$ cat src/rtl/key_matrix_scan.sv
// key_matrix_scan
//   Scans and debounces a 4x4 matrix keypad. One row is driven low per slot.
//   The column lines are sampled at the end of each slot. The full 16-key map
//   is debounced over whole scans, and one press event and one release event
//   are reported.
// Ports
//   clk          system clock
//   rst_n        async active-low reset
//   col_in[3:0]  column lines, active low, asynchronous to clk
//   row_out[3:0] row drive, active low, exactly one bit low
//   key_valid    1-cycle pulse: press accepted, key_code valid
//   key_code     lowest pressed key index (row*4+col), held until next press
//   key_down     level: a reported key is still held
//   key_release  1-cycle pulse: all keys released after a report
//   key_map      debounced map, bit i = key i pressed
module key_matrix_scan #(
  parameter int SCAN_DIV       = 50_000,
  parameter int DEBOUNCE_SCANS = 20
) (
  input  logic        clk,
  input  logic        rst_n,
  input  logic [3:0]  col_in,
  output logic [3:0]  row_out,
  output logic        key_valid,
  output logic [3:0]  key_code,
  output logic        key_down,
  output logic        key_release,
  output logic [15:0] key_map
);

  localparam int CW = (SCAN_DIV > 1) ? $clog2(SCAN_DIV) : 1;
  localparam int SW = (DEBOUNCE_SCANS > 0) ? $clog2(DEBOUNCE_SCANS + 1) : 1;
  localparam logic [CW-1:0] CNT_LAST   = CW'(SCAN_DIV - 1);
  localparam logic [SW-1:0] STABLE_MAX = SW'(DEBOUNCE_SCANS);

  typedef enum logic {IDLE, PRESSED} state_t;

  // --------------------------------------------------------------------
  // Column synchroniser
  // The flops reset to "all released" (lines pulled high).
  // --------------------------------------------------------------------
  logic [3:0] col_s1, col_s2;
  logic [3:0] cols;

  always_ff @(posedge clk or negedge rst_n) begin
    if (!rst_n) begin
      col_s1 <= 4'hF;
      col_s2 <= 4'hF;
    end else begin
      col_s1 <= col_in;
      col_s2 <= col_s1;
    end
  end

  assign cols = ~col_s2;

  // --------------------------------------------------------------------
  // Slot counter and row rotation
  // --------------------------------------------------------------------
  logic [CW-1:0] cnt;
  logic [1:0]    row;
  logic [1:0]    row_nxt;
  logic          slot_end;
  logic          scan_end;

  assign slot_end = (cnt == CNT_LAST);
  assign scan_end = slot_end && (row == 2'd3);
  assign row_nxt  = row + 2'd1;

  always_ff @(posedge clk or negedge rst_n) begin
    if (!rst_n) begin
      cnt     <= '0;
      row     <= 2'd0;
      row_out <= 4'b1110;
    end else begin
      if (slot_end) begin
        cnt     <= '0;
        row     <= row_nxt;
        row_out <= ~(4'b0001 << row_nxt);
      end else begin
        cnt <= cnt + 1'b1;
      end
    end
  end

  // --------------------------------------------------------------------
  // Snapshot / debounce
  // snap_nxt is the snapshot including the columns being sampled now. At
  // scan end it is the complete scan, so the comparison uses it rather
  // than the stale register.
  // --------------------------------------------------------------------
  logic [15:0]   snapshot;
  logic [15:0]   snap_prev;
  logic [15:0]   snap_nxt;
  logic [SW-1:0] stable;
  logic [SW-1:0] stable_nxt;
  logic          accept;

  always_comb begin
    snap_nxt = snapshot;
    snap_nxt[{row, 2'b00} +: 4] = cols;
  end

  always_comb begin
    stable_nxt = '0;
    if (snap_nxt == snap_prev)
      stable_nxt = (stable == STABLE_MAX) ? STABLE_MAX : stable + 1'b1;
  end

  always_ff @(posedge clk or negedge rst_n) begin
    if (!rst_n) begin
      snapshot  <= '0;
      snap_prev <= '0;
      stable    <= '0;
      accept    <= 1'b0;
      key_map   <= '0;
    end else begin
      accept <= 1'b0;
      if (slot_end)
        snapshot <= snap_nxt;
      if (scan_end) begin
        stable    <= stable_nxt;
        snap_prev <= snap_nxt;
        accept    <= (stable_nxt == STABLE_MAX);
      end
      // The snapshot is the full scan for SCAN_DIV cycles after scan end.
      // Row 0 is not rewritten before then, so it is safe to copy here.
      if (accept)
        key_map <= snapshot;
    end
  end

  // --------------------------------------------------------------------
  // Event FSM
  // --------------------------------------------------------------------
  function automatic logic [3:0] lowest_idx(input logic [15:0] m);
    logic [3:0] idx;
    idx = 4'd0;
    for (int i = 15; i >= 0; i--)
      if (m[i]) idx = 4'(i);
    return idx;
  endfunction

  state_t state;

  always_ff @(posedge clk or negedge rst_n) begin
    if (!rst_n) begin
      state       <= IDLE;
      key_valid   <= 1'b0;
      key_code    <= 4'd0;
      key_down    <= 1'b0;
      key_release <= 1'b0;
    end else begin
      key_valid   <= 1'b0;
      key_release <= 1'b0;
      case (state)
        IDLE: begin
          if (key_map != 16'd0) begin
            state     <= PRESSED;
            key_valid <= 1'b1;
            key_code  <= lowest_idx(key_map);
            key_down  <= 1'b1;
          end else begin
            key_down <= 1'b0;
          end
        end
        PRESSED: begin
          // key_down stays high through the release pulse and drops next cycle.
          if (key_map == 16'd0) begin
            state       <= IDLE;
            key_release <= 1'b1;
          end
        end
        default: state <= IDLE;
      endcase
    end
  end

endmodule

$ cat config.mk
export PLATFORM = sky130hd
export DESIGN_NAME = key_matrix_scan
export DESIGN_NICKNAME = d
export VERILOG_FILES = /design/src/rtl/key_matrix_scan.sv
export SDC_FILE = /design/constraint.sdc
export NUM_CORES = 1
export LEC_CHECK = 0
export BUFFER_PORTS_ARGS = -buffer_cell sky130_fd_sc_hd__buf_2
export CORE_MARGIN = 2
export CORE_UTILIZATION = 47
export DETAILED_ROUTE_END_ITERATION = 6
export MAX_ROUTING_LAYER = met4
export PLACE_DENSITY = 0.73
export SLEW_MARGIN = 15
export SYNTH_ARGS = -nofsm -noshare
export SYNTH_HDL_FRONTEND = slang
export SYNTH_SLANG_ARGS = --single-unit
export TNS_END_PERCENT = 50
$ cat constraint.sdc
create_clock -name clk -period 4.3 [get_ports clk]
set_input_delay 0.86 -clock clk [delete_from_list [all_inputs] [get_ports clk]]
set_output_delay 0.86 -clock clk [all_outputs]
set_load 0.03 [all_outputs]
# After elaboration in Yosys (flattened, before gate mapping)
# Cells that the tools add are included.
[word_totals]
regBits = 92
wordCells = 61
[op_classes]
n_addsub = 4
n_eq_ne = 5
shift = 3
n_mux = 27
bitwise_logic = 3
reduce_logical = 4
[ops]
columns = ["cell", "count"]
rows = [
  ["4-bit 2-to-1 mux", 16],
  ["16-bit by 1-bit adder with 16-bit output, second input constant", 1],
  ["16-bit bitwise mux", 1],
  ["16-bit equality test", 1],
  ["16-bit equality test, second input constant", 1],
  ["16-bit zero test", 1],
  ["16-bit 2-to-1 mux", 1],
  ["16-bit nonzero test", 1],
  ["4-bit by 6-bit variable shift with 16-bit output, first input constant", 1],
  ["4-bit by 6-bit variable part select with 16-bit output", 1],
  ["5-bit equality test, second input constant", 2],
  ["5-bit 2-to-1 mux", 2],
  ["4-bit inverter", 2],
  ["1-bit 2-to-1 mux", 6],
  ["4-bit negation with 6-bit output", 1],
  ["5-bit by 1-bit adder with 5-bit output, second input constant", 1],
  ["1-bit by 2-bit << shifter with 4-bit output, first input constant", 1],
  ["2-bit by 1-bit adder with 2-bit output, second input constant", 1],
  ["2-bit equality test, second input constant", 1],
  ["1-bit one-hot mux with 2 select lines", 1],
  ["2-bit AND reduction", 1],
  ["1-bit logical AND", 1],
  ["1-bit inverter", 1],
]

# Longest topological paths before layout
# Gate-level depths: netlist of the first run.
[logic_depth]
ltp_word = 16
depth_mapped = 11
mapped_depth_nobuf = 9

# Least setup slack after synthesis of the first run
# No wires, ideal clock.
[synth_timing]
path_type = "flip-flop to flip-flop"
from = "register row[0]"
to = "register accept"
t_arrival_ns = 2.793
required_ns = 4.193
setup_slack_ns = 1.400
path_stages_with_launch = 12
cell_sequence = "dfrtp_1 buf_6 inv_1 ha_1 buf_2 nor4b_1 xor2_1 a2111oi_0 and4_1 nand3_2 nand2b_4 a2111oi_4"
[synth_via]
elab_chain_cells = 7
[synth_rtl]
columns = ["element", "line_no", "source"]
rows = [
  ["start, declared", "61", "logic [1:0] row;"],
  ["start signal, assigned", "78", "row <= row_nxt;"],
  ["4-bit negation with 6-bit output", "101", "snap_nxt[{row, 2'b00} +: 4] = cols;"],
  ["4-bit by 6-bit variable part select with 16-bit output / 4-bit by 6-bit variable shift with 16-bit output (equally long branches)", "101", ""],
  ["16-bit bitwise mux", "101", ""],
  ["16-bit equality test", "106", "if (snap_nxt == snap_prev)"],
  ["5-bit 2-to-1 mux", "106", ""],
  ["5-bit equality test", "124", "accept <= (stable_nxt == STABLE_MAX);"],
  ["1-bit 2-to-1 mux (*)", "121", "if (scan_end) begin"],
  ["end signal, assigned", "124", ""],
  ["end, declared", "97", "logic accept;"],
]
# Every way passes the cells marked *; elsewhere a longest branch is shown, timed or not.
# A chain may end at the register's enable or synchronous reset.

# Worst setup path after layout of the first run
# Ends and elaborated chain as after synthesis.

==> results of run 1 <==
==> layout make-up <==
type                            count  area [um^2]  share of cell area, %
Sequential cell                    92         2320                   47.1
Multi-Input combinational cell    293         1980                   40.2
Timing Repair Buffer               35          185                   3.77
Clock buffer                       13          169                   3.44
Tap cell                          111          139                   2.83
Clock inverter                      3         67.6                   1.38
Inverter                           16         60.1                   1.22
==> metal layers <==
metal	wire length, um	vias up	track usage [%]
met4	87	0	7.28
met1	4010	1511	25.1
li1	-	1521	-
met2	4100	60	29.9
met3	326	4	4.35
met5	0	-	-
==> sequential cells by signal (all words and copies together) (netlist names), 5 cells and up <==
name / flops
cnt: 16
key_map: 16
snap_prev: 16
snapshot: 16
stable: 5
==> logic make-up (layout without fill, tap and decap cells) <==
group,after synthesis,in the layout,share of synthesized area (%)
buffers and inverters,34,67,3.30
AND/OR/NAND/NOR,152,152,19.1
multiplexers,26,26,6.40
flip-flops,92,92,52.2
AO/OA/AOI/OAI,82,82,11.9
XOR/XNOR,25,25,4.93
adder cells (fa/ha/maj),8,8,2.26
==> critical path, stage by stage (launching register included) <==
cell,delay [ns]
dfrtp_1,0.71
inv_1,0.21
ha_1,0.63
nand4b_2,0.26
o221a_1,0.28
a2111o_1,0.39
nor4_2,0.27
nand3_2,0.18
nand2b_4,0.21
a2111oi_4,0.28
==> power by group <==
part	internal, uW	total [uW]	leakage, uW	switching, uW
registers	872	877	0.00123	5.75
logic	7.40	29.1	0.000889	21.7
clock network	376	662	0.000116	286
total	1250	1570	0.00224	314
==> cells in the mapped netlist (all sizes together), types with 3 or more instances <==
cell type,n
and3,8
xnor2,15
nor2,22
nand2b,13
nand2,51
clkbuf,12
xor2,10
and2,6
nor4b,9
inv,16
nor3b,4
nor4,6
nor3,7
mux2i,7
a21oi,14
buf,6
o21ai,40
dfrtp,81
mux2,19
o21bai,3
ha,8
nand3,12
dfstp,11
==> per-stage QoR <==
| stage | instances | util (%) | cell area [um^2] | hold slack, ns |
|---|---|---|---|---|
| 2_1_floorplan | 419 | - | 4440 | 0.345 |
| 3_3_place_gp | 547 | 50.8 | 4680 | 0.346 |
| 3_5_place_dp | 547 | 50.8 | 4680 | 0.347 |
| 4_1_cts | 563 | 53.4 | 4910 | 0.358 |
| 5_1_grt | 563 | 53.4 | 4910 | 0.365 |
| 6_report | 563 | 53.4 | 4910 | 0.356 |
==> how the worst min path moves through the flow <==
stage / from / end / slack (ns)
6_report: col_s1[1] / col_s2[1] / 0.36
3_5_place_dp: col_s1[0] / col_s2[0] / 0.35
4_1_cts: col_s1[1] / col_s2[1] / 0.36
5_1_grt: col_s1[3] / col_s2[3] / 0.36
3_3_place_gp: col_s1[3] / col_s2[3] / 0.35
2_1_floorplan: col_s1[0] / col_s2[0] / 0.35
==> results.json, run 1 <==
{
  "status": "completed",
  "syn-num-nets": 433,
  "power_uw": 1570,
  "finalHoldViolations": 0,
  "finClkSkew_ns": 0.0122,
  "cts.sinks": 92,
  "yosysUniqueCellTypes": 63,
  "layout_commonest_cell": "dfrtp_1",
  "finalSetupTns_ns": 0,
  "wire_per_inst_um": 15.1,
  "drive_gt1_share_pct": 19.2,
  "synth-edff-count": 0,
  "worstMarginPinSlew_ns": 0.874,
  "cp-start-kind": "register",
  "rsz0062_at_grt": "false",
  "rows": 35,
  "drtIter0Drc": 125,
  "cts_resized": 0,
  "routed_wl_um": 8530,
  "clk_pin_slew_ns": 0.09,
  "irDropWorstVdd_uv": 172,
  "synth_cells": 419,
  "yosysSeqAreaShare_pct": 52.2,
  "p_leak_uw": 0.00224,
  "hold_class": "reg -> reg",
  "p_per_area_nw_per_um2": 319,
  "r2r_cells": 9,
  "overflow": 0,
  "post-route-period-util_pct": 81.4,
  "yosysWarnings": 0,
  "core-area_um2": 9200,
  "antennaDiodeCount": 0,
  "num_vias": 3096,
  "max_freq_ghz": 0.286,
  "setup_viol": 0,
  "worst_ep_arrival_time_ns": 3.76,
  "postCtsSetupBuffers": 0,
  "ys.flop_type": "dfrtp_1",
  "crit_path_end_kind": "register",
  "final_cell_mix": "dfrtp_1 (81), nand2_1 (51), o21ai_1 (32), buf_2 (31), nor2_1 (22)",
  "syn_to_final_growth_pct": 10.7,
  "antenna_found_initial": 0,
  "synth_area_leaders": "dfrtp_1 (46%), dfstp_2 (6.5%), nand2_1 (4.3%)",
  "cts_buffers": 9,
  "place_hpwl_um": 6160,
  "required_ns": 4.56,
  "ant_nets": 0,
  "timing.rr.end": "accept",
  "drcViolationCount": 0,
  "layout.nets": 461,
  "crit_end": "accept",
  "first_global_vias": 3080,
  "ff2ff_setup_slack_ns": 0.80,
  "timing.final.ws_setup_ns": 0.801,
  "clk_latency_ns": 0.36,
  "synth_top_area_share_pct": 45.7,
  "ys_ff_latch": 92,
  "root_buffer": "clkbuf_8",
  "holdPathStages": 0,
  "syn-cell-area_um2": 4440,
  "startpoint": "row[0]",
  "yosys.area.top_type": "dfrtp_1",
  "r2r-start": "row[0]",
  "max-slew-margin-rel_pct": 41.7,
  "fp.dieH_um": 101,
  "gp_congestion": 0.945,
  "nFillCells": 816,
  "max_cap_viol_count": 0,
  "worstPathMaxFanout": 18,
  "h-tree-depth": 3,
  "via_per_inst": 5.50,
  "cts.path.max_buffers": 2,
  "cts_tree": "done",
  "port_buffers": 32,
  "pre_cts_ws_ns": 0.872,
  "initial_core_util_pct": 48.3,
  "die-width_um": 101,
  "die_area_um2": 10200,
  "ctsHoldBuffers": 0,
  "drv_slew": 0,
  "ios": 33,
  "grt_pass1_wl_um": 15000,
  "async_flop_share_pct": 100,
  "critPathKind": "reg -> reg",
  "layout_min_cycle_time_ns": 3.50,
  "avgSynthCellArea_um2": 10.6,
  "track_usage_pct": 19.3,
  "dr.pass1.iters": 4,
  "grt_start_max_net_pins": 73
}
(Power assumes the default switching activity.)
==> run 2: changes to the inputs <==
--- a/config.mk
+++ b/config.mk
@@ -5,12 +5,13 @@
 export SDC_FILE = /design/constraint.sdc
 export NUM_CORES = 1
 export LEC_CHECK = 0
+export ABC_AREA = 1
 export BUFFER_PORTS_ARGS = -buffer_cell sky130_fd_sc_hd__buf_2
 export CORE_MARGIN = 2
 export CORE_UTILIZATION = 47
 export DETAILED_ROUTE_END_ITERATION = 6
 export MAX_ROUTING_LAYER = met4
-export PLACE_DENSITY = 0.73
+export PLACE_DENSITY = 0.75
 export SLEW_MARGIN = 15
 export SYNTH_ARGS = -nofsm -noshare
 export SYNTH_HDL_FRONTEND = slang
==> constraint.sdc (replaced) <==
create_clock -name clk -period 2.9 [get_ports clk]
set_input_delay 0.58 -clock clk [delete_from_list [all_inputs] [get_ports clk]]
set_output_delay 0.58 -clock clk [all_outputs]
set_load 0.03 [all_outputs]
==> run 2 against run 1 <==
Effect of this change: die area up 1.3%; design area up 2.6%; core utilization up 0.87 points; combinational power up 55%; critical path depth up 6; global-route usage up 1.6 points; highest routed layer unchanged; routed wire length up 13%; area after synthesis up 1.4%; synthesized cell count up 39%.
==> results.json, run 2 <==
{
  "status": "completed",
  "ys_ff_latch": 92,
  "async_flop_share_pct": 100,
  "synth.most_common_cell": "nand2_1",
  "irDropWorstVdd_uv": 286,
  "p_leak_uw": 0.00260,
  "cts_tree": "done",
  "dr.pass1.iters": 5,
  "root_buffer": "clkbuf_8",
  "synth-edff-count": 0,
  "final_cell_mix": "nand2_1 (195), inv_1 (81), dfrtp_1 (81), o21ai_0 (53), nor2_1 (44)",
  "syn-num-nets": 595,
  "setup_viol": 0,
  "crit_path_end_kind": "register",
  "drcViolationCount": 0,
  "syn-cell-area_um2": 4500,
  "seqPwrFrac_pct": 56.1,
  "layout.nets": 630,
  "num_vias": 3824,
  "wire_per_inst_um": 12.9,
  "required_ns": 3.20,
  "cts.sinks": 92,
  "overflow": 0,
  "clk_pin_slew_ns": 0.09,
  "port_buffers": 32,
  "die_area_um2": 10400,
  "max_cap_viol_count": 0,
  "drive_gt1_share_pct": 12.7,
  "cts.path.max_buffers": 2,
  "p_sw_uw": 498,
  "place_area_um2": 4810,
  "p_int_uw": 1810,
  "ys.flop_type": "dfrtp_1",
  "h-tree-depth": 3,
  "yosysUniqueCellTypes": 27,
  "ff2ff_setup_slack_ns": 0.47,
  "grt_start_max_net_pins": 51,
  "layout_min_cycle_time_ns": 2.43,
  "finalSetupTns_ns": 0,
  "via_per_inst": 5.10,
  "first_global_vias": 3563,
  "cp-start-kind": "register",
  "holdWs_ns": 0.232,
  "clk_latency_ns": 0.36,
  "final_area_um2": 5040,
  "place_hpwl_um": 6940,
  "cts_buffers": 9,
  "rsz0062_at_grt": "false",
  "grt_pass1_wl_um": 16500,
  "ios": 33,
  "drv_slew": 0,
  "initial_core_util_pct": 48.5,
  "synth_area_leaders": "dfrtp_1 (45%), nand2_1 (16%), inv_1 (6.8%)",
  "synth_cells": 581,
  "synth_top_area_share_pct": 45.1,
  "antenna_found_initial": 0,
  "hold_class": "in -> async",
  "postCtsSetupBuffers": 0,
  "syn_to_final_growth_pct": 12.0,
  "gp_congestion": 0.927,
  "worst_ep_arrival_time_ns": 2.72,
  "die-width_um": 102,
  "routed_wl_um": 9670,
  "critPathKind": "reg -> reg",
  "yosysSeqAreaShare_pct": 51.5,
  "avgSynthCellArea_um2": 7.74,
  "finalHoldViolations": 0,
  "switching_share_pct": 21.6,
  "timing.rr.end": "accept",
  "post-route-period-util_pct": 83.7,
  "yosysWarnings": 0,
  "cts_resized": 0,
  "ctsHoldBuffers": 0,
  "p_clk_share_pct": 41.9,
  "netlist_top_cells_count": "nand2_1 (195), dfrtp_1 (81), inv_1 (81)",
  "p_per_area_nw_per_um2": 458,
  "rows": 35,
  "track_usage_pct": 21.0,
  "max_freq_ghz": 0.412,
  "yosys.area.top_type": "dfrtp_1",
  "finClkSkew_ns": 0.00946,
  "comb_power_share_pct": 2.0,
  "final_util_pct": 54.3,
  "layout_commonest_cell": "nand2_1",
  "antennaDiodeCount": 0,
  "drtIter0Drc": 230,
  "core-area_um2": 9280,
  "r2r_cells": 15,
  "worstPathMaxFanout": 8,
  "max-slew-margin-rel_pct": 41.8,
  "r2r-start": "row[0]",
  "fp.dieH_um": 102,
  "ant_nets": 0,
  "worstMarginPinSlew_ns": 0.873,
  "pre_cts_ws_ns": 0.521,
  "timing.final.ws_setup_ns": 0.473
}
run 2: cell types whose count changed in the layout (fill, tap and decap cells not counted), moves of 8 or more:
cell / before / now
and3_1: 8 / 0
inv_1: 16 / 81
mux2_2: 15 / 0
nand2_1: 51 / 195
nand2b_1: 12 / 0
nand3_1: 11 / 37
nand4_1: 0 / 9
nor2_1: 22 / 44
o21ai_0: 8 / 53
o21ai_1: 32 / 2
xnor2_1: 15 / 1
run 2: logic make-up after synthesis:
| group | share of synthesized area, % |
|---|---|
| simple gates | 29.0 |
| fa+ha+maj | 2.23 |
| flops | 51.5 |
| compound gates | 8.12 |
| buf+inv | 8.04 |
| xor+xnor | 1.17 |
run 2: worst max-delay path, cell delays in order, from the launching register on:
cell	delay (ns)
dfrtp_1	0.49
inv_2	0.15
ha_1	0.42
inv_1	0.11
nor2_1	0.06
nand3_1	0.12
o21ai_0	0.16
nand2_1	0.10
nand2_1	0.05
nor2_1	0.09
nand2_1	0.11
inv_1	0.08
nand2_2	0.06
nor2_4	0.12
nand4_1	0.10
nor2_1	0.12
run 2: how the worst max path moves through the flow:
stage	startpoint	to	slack [ns]
5_1_grt	row[0]	accept	0.15
4_1_cts	row[0]	accept	0.49
3_5_place_dp	row[0]	accept	0.52
6_report	row[0]	accept	0.47
2_1_floorplan	row[0]	accept	0.86
3_3_place_gp	row[0]	accept	0.64
run 2: layout make-up:
class / instances / area [um^2]
fillers: 869 / 4240
flip-flops and latches: 92 / 2320
multi-input cells: 394 / 1820
inverters: 83 / 312
repair buffers: 36 / 205
well taps: 129 / 161
clock buffers: 10 / 138
clock inverters: 6 / 87.6
run 2: power groups by stage:
stage	combinational (uW)	clock [uW]	sequential, uW
after floorplan	11.7	0	1320
after global placement	45.9	0	1320
after detailed placement	46.9	0	1320
after CTS	47.5	981	1300
after global routing	53.5	1040	1300
final	45.1	967	1300
run 2: routing by layer:
layer / track usage (%) / share of wire [%] / vias up
li1: - / - / 1891
met1: 27.3 / 47 / 1814
met2: 34.0 / 47 / 110
met3: 2.67 / 4.8 / 9
met4: 7.59 / 1.3 / 0
met5: - / 0 / -
run 2: stage by stage:
stage	std cells	power (uW)
floorplan	581	1330
global placement	734	1370
detailed placement	734	1370
CTS	750	2320
global route	750	2390
finish	750	2310
